===== src/rtl/legv8_pkg.sv =====
// legv8_pkg: shared types and helpers for the LEGv8 data-memory responder.
//   DWORD_W        width of one stored doubleword
//   BYTE_OFF_W     byte-offset bits inside a doubleword
//   dmem_state_e   responder FSM encodings (IDLE / WAIT / RESP)
//   addr_to_index  byte address -> doubleword index
package legv8_pkg;

  localparam int DWORD_W    = 64;
  localparam int BYTE_OFF_W = 3;

  typedef enum logic [1:0] {
    ST_IDLE = 2'd0,
    ST_WAIT = 2'd1,
    ST_RESP = 2'd2
  } dmem_state_e;

  // Keeps the full address width so every upper bit takes part in the
  // range compare; callers slice the low bits for the array index.
  function automatic logic [DWORD_W-1:0] addr_to_index(input logic [DWORD_W-1:0] addr);
    return addr >> BYTE_OFF_W;
  endfunction

endpackage


===== src/rtl/legv8_dmem_responder_if.sv =====
// legv8_dmem_responder_if: load/store handshake bus between the LEGv8 core
// (master) and the data-memory responder (slave).
//   REQ_VALID/REQ_READY  request handshake
//   REQ_WRITE            1 = store, 0 = load
//   REQ_ADDR/REQ_WDATA   byte address and store data
//   RESP_VALID/RESP_READY response handshake
//   RESP_RDATA/RESP_ERR  load data and range/alignment error
interface legv8_dmem_responder_if;
  import legv8_pkg::*;

  logic               REQ_VALID;
  logic               REQ_READY;
  logic               REQ_WRITE;
  logic [DWORD_W-1:0] REQ_ADDR;
  logic [DWORD_W-1:0] REQ_WDATA;
  logic               RESP_VALID;
  logic               RESP_READY;
  logic [DWORD_W-1:0] RESP_RDATA;
  logic               RESP_ERR;

  modport master (
    output REQ_VALID, REQ_WRITE, REQ_ADDR, REQ_WDATA, RESP_READY,
    input  REQ_READY, RESP_VALID, RESP_RDATA, RESP_ERR
  );

  modport slave (
    input  REQ_VALID, REQ_WRITE, REQ_ADDR, REQ_WDATA, RESP_READY,
    output REQ_READY, RESP_VALID, RESP_RDATA, RESP_ERR
  );

endinterface


===== src/rtl/legv8_dmem_array.sv =====
// legv8_dmem_array: DEPTH_WORDS x 64-bit storage.
//   clk    clock
//   we     synchronous write enable
//   re     read strobe; rdata is sampled on the edge where re is high
//   addr   doubleword index
//   wdata  write data
//   rdata  registered read data, held until the next read strobe
module legv8_dmem_array
  import legv8_pkg::*;
#(
  parameter int DEPTH_WORDS = 32,
  parameter int AW          = 5
) (
  input  logic               clk,
  input  logic               we,
  input  logic               re,
  input  logic [AW-1:0]      addr,
  input  logic [DWORD_W-1:0] wdata,
  output logic [DWORD_W-1:0] rdata
);

  logic [DWORD_W-1:0] mem [DEPTH_WORDS];

  // NOTE: the storage array is deliberately not reset; contents survive RESET
  // and a reset port would also prevent mapping onto RAM macros.
  always_ff @(posedge clk) begin
    if (we) mem[addr] <= wdata;
    if (re) rdata <= mem[addr];
  end

endmodule


===== src/rtl/legv8_dmem_responder.sv =====
// legv8_dmem_responder: handshaked data memory for LEGv8 LDUR/STUR with a
// fixed access latency.  One request is accepted in IDLE, the access commits
// LATENCY edges later, and the response is held until the core takes it.
//   CLOCK  clock, all state updates on the rising edge
//   RESET  synchronous, active-high reset
//   bus    slave side of legv8_dmem_responder_if (request/response handshakes)
//   BUSY   high while in WAIT or RESP
// Build option: define LEGV8_DMEM_ALIGN_CHECK_EN to flag addresses with
// nonzero byte offset as errors (no write, zero data).
module legv8_dmem_responder
  import legv8_pkg::*;
#(
  parameter int DEPTH_WORDS = 32,
  parameter int LATENCY     = 2
) (
  input  logic                   CLOCK,
  input  logic                   RESET,
  legv8_dmem_responder_if.slave  bus,
  output logic                   BUSY
);

  localparam int AW = (DEPTH_WORDS > 1) ? $clog2(DEPTH_WORDS) : 1;

  localparam logic [1:0] S_IDLE = ST_IDLE;
  localparam logic [1:0] S_WAIT = ST_WAIT;
  localparam logic [1:0] S_RESP = ST_RESP;

  // Counter loads LATENCY-1 on acceptance so the commit edge lands exactly
  // LATENCY edges after the acceptance edge.
  localparam logic [3:0] CNT_INIT = 4'(LATENCY - 1);

  logic [1:0]         state;
  logic [3:0]         cnt;
  logic               req_write_q;
  logic [DWORD_W-1:0] req_addr_q;
  logic [DWORD_W-1:0] req_wdata_q;
  logic               err_q;
  logic               load_ok_q;   // response carries array data

  logic [DWORD_W-1:0] idx;
  logic               addr_ok;
  logic               commit;
  logic               arr_we;
  logic               arr_re;
  logic [DWORD_W-1:0] arr_rdata;

  // NOTE: every signal written here gets a default first, so no path through
  // the block leaves a value unassigned and no latch is inferred.
  always_comb begin
    idx     = addr_to_index(req_addr_q);
    addr_ok = (idx < DWORD_W'(DEPTH_WORDS));
`ifdef LEGV8_DMEM_ALIGN_CHECK_EN
    if (req_addr_q[BYTE_OFF_W-1:0] != '0) addr_ok = 1'b0;
`endif
    commit  = (state == S_WAIT) && (cnt == '0);
    // A reset on the commit edge discards the store.
    arr_we  = commit && req_write_q && addr_ok && !RESET;
    arr_re  = commit && !req_write_q && addr_ok;
  end

  // NOTE: sequential state uses non-blocking assignments so every register
  // samples pre-edge values regardless of statement order.
  always_ff @(posedge CLOCK) begin
    if (RESET) begin
      state     <= S_IDLE;
      cnt       <= '0;
      err_q     <= 1'b0;
      load_ok_q <= 1'b0;
    end else begin
      case (state)
        S_IDLE: begin
          if (bus.REQ_VALID) begin
            req_write_q <= bus.REQ_WRITE;
            req_addr_q  <= bus.REQ_ADDR;
            req_wdata_q <= bus.REQ_WDATA;
            cnt         <= CNT_INIT;
            state       <= S_WAIT;
          end
        end
        S_WAIT: begin
          if (cnt != '0) begin
            cnt <= cnt - 4'd1;
          end else begin
            err_q     <= !addr_ok;
            load_ok_q <= addr_ok && !req_write_q;
            state     <= S_RESP;
          end
        end
        S_RESP: begin
          if (bus.RESP_READY) begin
            err_q     <= 1'b0;
            load_ok_q <= 1'b0;
            state     <= S_IDLE;
          end
        end
        default: state <= S_IDLE;
      endcase
    end
  end

  legv8_dmem_array #(
    .DEPTH_WORDS (DEPTH_WORDS),
    .AW          (AW)
  ) u_array (
    .clk   (CLOCK),
    .we    (arr_we),
    .re    (arr_re),
    .addr  (idx[AW-1:0]),
    .wdata (req_wdata_q),
    .rdata (arr_rdata)
  );

  assign bus.REQ_READY  = (state == S_IDLE);
  assign bus.RESP_VALID = (state == S_RESP);
  // Array data is only exposed for successful loads; stores and errors read 0.
  assign bus.RESP_RDATA = load_ok_q ? arr_rdata : '0;
  assign bus.RESP_ERR   = err_q;
  assign BUSY           = (state != S_IDLE);

endmodule


===== src/flat_wrapper.sv =====
// flat-port wrapper written by rule: the top's interface ports become plain ports
module legv8_dmem_responder_flat import legv8_pkg::*;
#(
  parameter int DEPTH_WORDS = 32,
  parameter int LATENCY     = 2
)
  (CLOCK, RESET, BUSY, bus_REQ_VALID, bus_REQ_WRITE, bus_REQ_ADDR, bus_REQ_WDATA, bus_RESP_READY, bus_REQ_READY, bus_RESP_VALID, bus_RESP_RDATA, bus_RESP_ERR);
  legv8_dmem_responder_if bus_i ();
  input  logic CLOCK;
  input  logic RESET;
  output logic BUSY;
  input wire logic [$bits(bus_i.REQ_VALID)-1:0] bus_REQ_VALID;
  input wire logic [$bits(bus_i.REQ_WRITE)-1:0] bus_REQ_WRITE;
  input wire logic [$bits(bus_i.REQ_ADDR)-1:0] bus_REQ_ADDR;
  input wire logic [$bits(bus_i.REQ_WDATA)-1:0] bus_REQ_WDATA;
  input wire logic [$bits(bus_i.RESP_READY)-1:0] bus_RESP_READY;
  output wire logic [$bits(bus_i.REQ_READY)-1:0] bus_REQ_READY;
  output wire logic [$bits(bus_i.RESP_VALID)-1:0] bus_RESP_VALID;
  output wire logic [$bits(bus_i.RESP_RDATA)-1:0] bus_RESP_RDATA;
  output wire logic [$bits(bus_i.RESP_ERR)-1:0] bus_RESP_ERR;
  assign bus_i.REQ_VALID = bus_REQ_VALID;
  assign bus_i.REQ_WRITE = bus_REQ_WRITE;
  assign bus_i.REQ_ADDR = bus_REQ_ADDR;
  assign bus_i.REQ_WDATA = bus_REQ_WDATA;
  assign bus_i.RESP_READY = bus_RESP_READY;
  assign bus_REQ_READY = bus_i.REQ_READY;
  assign bus_RESP_VALID = bus_i.RESP_VALID;
  assign bus_RESP_RDATA = bus_i.RESP_RDATA;
  assign bus_RESP_ERR = bus_i.RESP_ERR;
  legv8_dmem_responder #(.DEPTH_WORDS(DEPTH_WORDS), .LATENCY(LATENCY)) u_core (.CLOCK(CLOCK), .RESET(RESET), .bus(bus_i), .BUSY(BUSY));
endmodule

===== config.mk =====
export PLATFORM = sky130hd
export DESIGN_NAME = legv8_dmem_responder_flat
export DESIGN_NICKNAME = d
export VERILOG_FILES = /design/src/rtl/legv8_pkg.sv /design/src/rtl/legv8_dmem_responder_if.sv /design/src/rtl/legv8_dmem_array.sv /design/src/rtl/legv8_dmem_responder.sv /design/src/flat_wrapper.sv
export SDC_FILE = /design/constraint.sdc
export NUM_CORES = 2
export LEC_CHECK = 0
export ABC_AREA = 1
export CORE_ASPECT_RATIO = 1.5
export CORE_MARGIN = 2
export CORE_UTILIZATION = 50
export DETAILED_ROUTE_END_ITERATION = 10
export GPL_ROUTABILITY_DRIVEN = 0
export HOLD_SLACK_MARGIN = 0.03
export PLACE_DENSITY = 0.8
export SYNTH_ARGS = -nofsm -noshare
export SYNTH_HDL_FRONTEND = slang
export SYNTH_SLANG_ARGS = --single-unit

===== constraint.sdc =====
create_clock -name CLOCK -period 7.26 [get_ports CLOCK]
set_clock_uncertainty 0.15 [all_clocks]
set_input_delay 1.452 -clock CLOCK [delete_from_list [all_inputs] [get_ports CLOCK]]
set_output_delay 1.452 -clock CLOCK [all_outputs]
set_load 0.02 [all_outputs]

== Word-level counts from Yosys, hierarchy flattened ==
Memory sizes are Yosys's and may differ from the RTL's. A register that Yosys moved wholly into a read port is not among the register bits.
Index checks and enable logic that the tools add are counted.

* Register bits after elaboration: 137
* Memory bits (writable): 2048
* Input bits: 133
* Output and inout bits: 68
* Logic and storage cells: 52
* Memories: 1

* $add $sub $neg: 1
* Magnitude comparators: 1
* Equal/unequal tests: 6
* Mux-type cells: 15
* Bitwise logic cells: 1
* Reduce and logical (&&, ||, !) cells: 20

{| class="wikitable"
|+ Memory list
! memory !! words !! width !! rd ports !! clocked after memory_dff !! write ports !! line !! RTL
|-
| u_core.u_array.mem || 32 || 64 || 1 || 1 || 1 || legv8_dmem_array.sv:22 || <nowiki>logic [DWORD_W-1:0] mem [DEPTH_WORDS];</nowiki>
|}

{| class="wikitable"
|+ Operators by type and width
! operator !! number
|-
| 64-bit 2-to-1 mux || 1
|-
| 61-bit by 6-bit less-than comparator with 1-bit output (second input constant) || 1
|-
| 3-bit AND reduction || 4
|-
| 4-bit 2-to-1 mux || 2
|-
| 2-bit inequality test (second input constant) || 4
|-
| 4-bit case mux with 2 select lines || 1
|-
| 1-bit logical AND || 7
|-
| 2-bit 2-to-1 mux || 3
|-
| 2-bit case mux with 3 select lines || 1
|-
| 2-bit nonzero test || 3
|-
| 1-bit 2-to-1 mux || 5
|-
| 4-bit logical NOT || 1
|-
| 1-bit case mux with 2 select lines || 2
|-
| 4-bit nonzero test || 1
|-
| 4-bit by 1-bit subtractor with 4-bit output (second input constant) || 1
|-
| 1-bit logical NOT || 3
|-
| 2-bit by 1-bit equality test with 1-bit output (second input constant) || 1
|-
| 2-bit equality test (second input constant) || 1
|-
| 2-bit logical NOT || 1
|-
| 1-bit inverter || 1
|}

== Logic depth before layout (Yosys ltp) ==
* Word-level depth: 7
* Depth in mapped cells: 11
* Gate-level depth less buffers: 8

== By module ==
From an unflattened synthesis, not the netlist that was laid out.

* Cells, all modules: 8506
* Area, all modules: 91288.8 um2

{| class="wikitable"
|+ By module, submodules not included
! module !! times used !! cells each !! area an instance (um2) !! sequential area each (um2)
|-
| legv8_dmem_array || 1 || 8133 || 86357.8 || 63420.8
|-
| legv8_dmem_responder || 1 || 373 || 4931.0 || 3943.8
|}

== Worst setup path after synthesis ==
Ideal clock, no wire load.

* Kind: input to register
* Start point: in bus_REQ_VALID
* End point: reg u_core.req_addr_q[10] (enable)
* Setup time: 613 ps
* Arrival: 6789 ps
* Required time: 6497 ps
* Setup slack: -292 ps
* Stages: 2
* Path buffers: 0
* Cells stage by stage: nand2_1 -> nor2_1

* Longest elaborated chain between the ends: 1

{| class="wikitable"
|+ Ends and longest elaborated chain
! what !! line !! RTL
|-
| from (decl) || flat_wrapper.sv:12 || <nowiki>input wire logic [$bits(bus_i.REQ_VALID)-1:0] bus_REQ_VALID;</nowiki>
|-
| 3-bit AND reduction (no source line) || n/a ||
|-
| to (signal assigned) || legv8_dmem_responder.sv:74 || <nowiki>req_addr_q <= bus.REQ_ADDR;</nowiki>
|-
| to (decl) || legv8_dmem_responder.sv:35 || <nowiki>logic [DWORD_W-1:0] req_addr_q;</nowiki>
|}

Every way passes these cells.
A chain may end at the register's enable or synchronous reset.

== Final worst setup path ==
* Start point: in RESET
* End point: mem u_core.u_array.mem[17][48] (enable)

* Longest elaborated chain between the ends: 4

{| class="wikitable"
|+ Ends and longest elaborated chain
! what !! line !! RTL
|-
| from (decl) || flat_wrapper.sv:10 || <nowiki>input logic RESET;</nowiki>
|-
| 1-bit logical NOT || legv8_dmem_responder.sv:57 || <nowiki>arr_we = commit && req_write_q && addr_ok && !RESET;</nowiki>
|-
| 1-bit logical AND || legv8_dmem_responder.sv:57 ||
|-
| 1-bit 2-to-1 mux || legv8_dmem_array.sv:27 || <nowiki>if (we) mem[addr] <= wdata;</nowiki>
|-
| 1-bit 2-to-1 mux (implied by the code) || legv8_dmem_array.sv:27 ||
|-
| to (decl) || legv8_dmem_array.sv:22 ||
|}

Every way passes these cells.

==> flow_summary.yaml <==
place:
  preCtsSetupSlack_ns: 2.03
  post-dp-hpwl_microns: 107000
  place_inst: 8074
  port_buffers: 197
synth:
  seq_area_frac_synth_pct: 80.3
  yosysWarnings: 0
  ys_ff_latch: 2246
  ys_types: 22
  synth.avg_cell_area_sq_um: 14.4
  netlist_area_sq_um: 83900
  syn_nets: 5972
  syn_inst: 5837
sta:
  hold_ws_ns: 0.333
  fin_crit_ns: 4.47
  fin_setup_tns_ns: 0
  slew_headroom_pct: 16.0
  hold_violations: 0
  fmax_mhz: 223
  finalMaxSlewViolations: 0
  worstMarginPinSlew_ns: 1.26
  finalCritPeriodShare_pct: 61.6
  timing.final.ws_setup_ns: 2.79
  rsz0062_at_grt: "no"
  setup_viol: 0
power:
  pwr_density_cell_nw_per_um2: 269
  p_leak_uw: 0.0323
  vdd_drop_max_mv: 0.273
global_route:
  gr-usage-met3_pct: 4.56
  grt_pass1_vias: 50400
  busiest_layer: "met2"
  use_met1_pct: 30.0
  grt_use_total_pct: 24.3
  grt_overflow: 0
  antenna_found_initial: 9
  grt_max_degree: 192
  grtUsageMet2_pct: 41.3
  grt_pass1_wl_microns: 311000
finish:
  fin_nets: 6164
  area_delta_synth_final_pct: 12.7
  mostFrequentLayoutCells: "edfxtp_1, nand2_1, a22oi_1"
  final_common_cell: "edfxtp_1"
  drive_above_1_share_pct: 6.80
  fin_cells: 8412
drt:
  vias_per_cell: 6.00
  drc: 0
  wl_per_cell_microns: 25.3
  ant_nets: 0
  vias: 50500
  drtPass1Iterations: 6
  drt_iter0_drc: 6939
  totalWireLength_microns: 212000
cts:
  cts_resized: 0
  hold_buffers: 0
  insertion_delay_ns: 0.82
  cts_tree: "done"
  cts_max_level: 4
  root_buffer: "clkbuf_16"
  cts_buffer_depth: 3
  cts_sinks: 2246
  cts.clk_slew.worst_paths_ns: 0.07
  post_cts_buffers: 0
  numCtsBuffers: 185
setup_path:
  start_kind: "primary input"
  crit_fanout: 35
  crit_chain: "clkdlybuf4s50_1 > inv_1 > nand2_1 > nor2_2 > nand4_2 > nor2_4 > buf_4"
  slowest_stage: "nor2_4"
  critical_path_buf_inv_count: 3
  cpPeakStageDelay_ns: 0.83
  endpoint_kind: "register"
  cpLargestDelayFamily: "simple AND/OR/NAND/NOR gates"
  crit_arrival_ns: 4.76
  criticalPathCategory: "in -> reg"
  cp.required_ns: 7.54
die:
  dieWidth_microns: 338
  num_io_pins: 201
  core_area_sq_um: 167000
  dieArea_sq_um: 171000
  die_h_microns: 506
  num_rows: 184
  initial_core_util_pct: 50.2
min_path:
  min_path_type: "reg -> reg"
flow_run:
  maxCapViolations: 0
status:
  status: "finished clean"
==> worst reg2reg max path: cells and delay by family (launching register included) <==
kind	cells	cell delay [ns]
AOI/OAI and AO/OA	1	0.27
buffers and inverters	3	2.30
and+or+nand+nor	6	0.77
DFF	1	0.55
==> metal layers <==
| layer | share of wire [%] | routed length [microns] |
|---|---|---|
| met1 | 35 | 73400 |
| met2 | 50 | 106000 |
| met3 | 11 | 22700 |
| met4 | 4.9 | 10500 |
| met5 | 0.028 | 60 |
==> logic make-up after synthesis <==
| kind of cell | Yosys count | share of synthesized area, % |
|---|---|---|
| simple gates | 2689 | 12.9 |
| flops | 2246 | 80.3 |
| compound gates | 521 | 4.64 |
| buf+inv | 379 | 2.09 |
| fa+ha+maj | 2 | 0.0298 |
==> flip-flops by register name (all words and copies together) (netlist names) <==
name,cells
u_core.bus.RESP_ERR,1
u_core.cnt,4
u_core.load_ok_q,1
u_core.req_addr_q,61
u_core.req_wdata_q,64
u_core.req_write_q,1
u_core.state,2
u_core.u_array.mem,2048
u_core.u_array.rdata,64
==> cell type report <==
class | count | area, sq um
Timing Repair Buffer | 294 | 2950
Multi-Input combinational cell | 3212 | 15000
Inverter | 90 | 348
Antenna cell | 1 | 2.50
Fill cell | 12200 | 72600
Clock buffer | 218 | 4840
Tap cell | 2232 | 2790
Sequential cell | 2246 | 67400
Clock inverter | 119 | 1210
==> worst paths after layout <==
check | slack (ns) | from | depth (start not counted) | end
hold / removal | 0.33 | u_core.bus.RESP_ERR | 2 | u_core.bus.RESP_ERR
hold reg to reg | 0.33 | u_core.bus.RESP_ERR | 2 | u_core.bus.RESP_ERR
setup / recovery | 2.79 | RESET | 7 | u_core.u_array.mem[17][48]
setup reg to reg | 3.00 | u_core.req_addr_q[3] | 10 | u_core.u_array.rdata[13]
==> cells in the mapped netlist <==
library cell	n	area share, %
nand3_1	2	0.012
buf_1	19	0.085
inv_1	86	0.38
or2_2	1	0.0075
nand2_1	2206	9.9
buf_4	7	0.063
nor2_1	204	0.91
nor3_1	11	0.066
clkbuf_1	18	0.081
nand4_2	4	0.060
a22oi_1	512	4.6
edfxtp_1	2238	80
nor2_2	1	0.0075
o21ai_0	1	0.0060
nand4_1	257	1.9
ha_1	2	0.030
dfxtp_1	8	0.19
buf_2	245	1.5
a21oi_1	8	0.048
nor2_4	2	0.027
nor2_8	1	0.024
inv_2	4	0.018
==> metrics by stage <==
step	utilization [%]	power (uW)	instance area [sq um]
finish	56.6	25400	94500
global route	56.6	26100	94500
CTS	56.6	25500	94500
detailed placement	52.9	15600	88500
global placement	52.9	15600	88500
floorplan	-	15200	83900
==> report_power, final <==
group	switching (uW)	internal (uW)
registers	171	14300
logic	618	281
clock network	4480	5560
total	5270	20200
(Power assumes the default switching activity.)
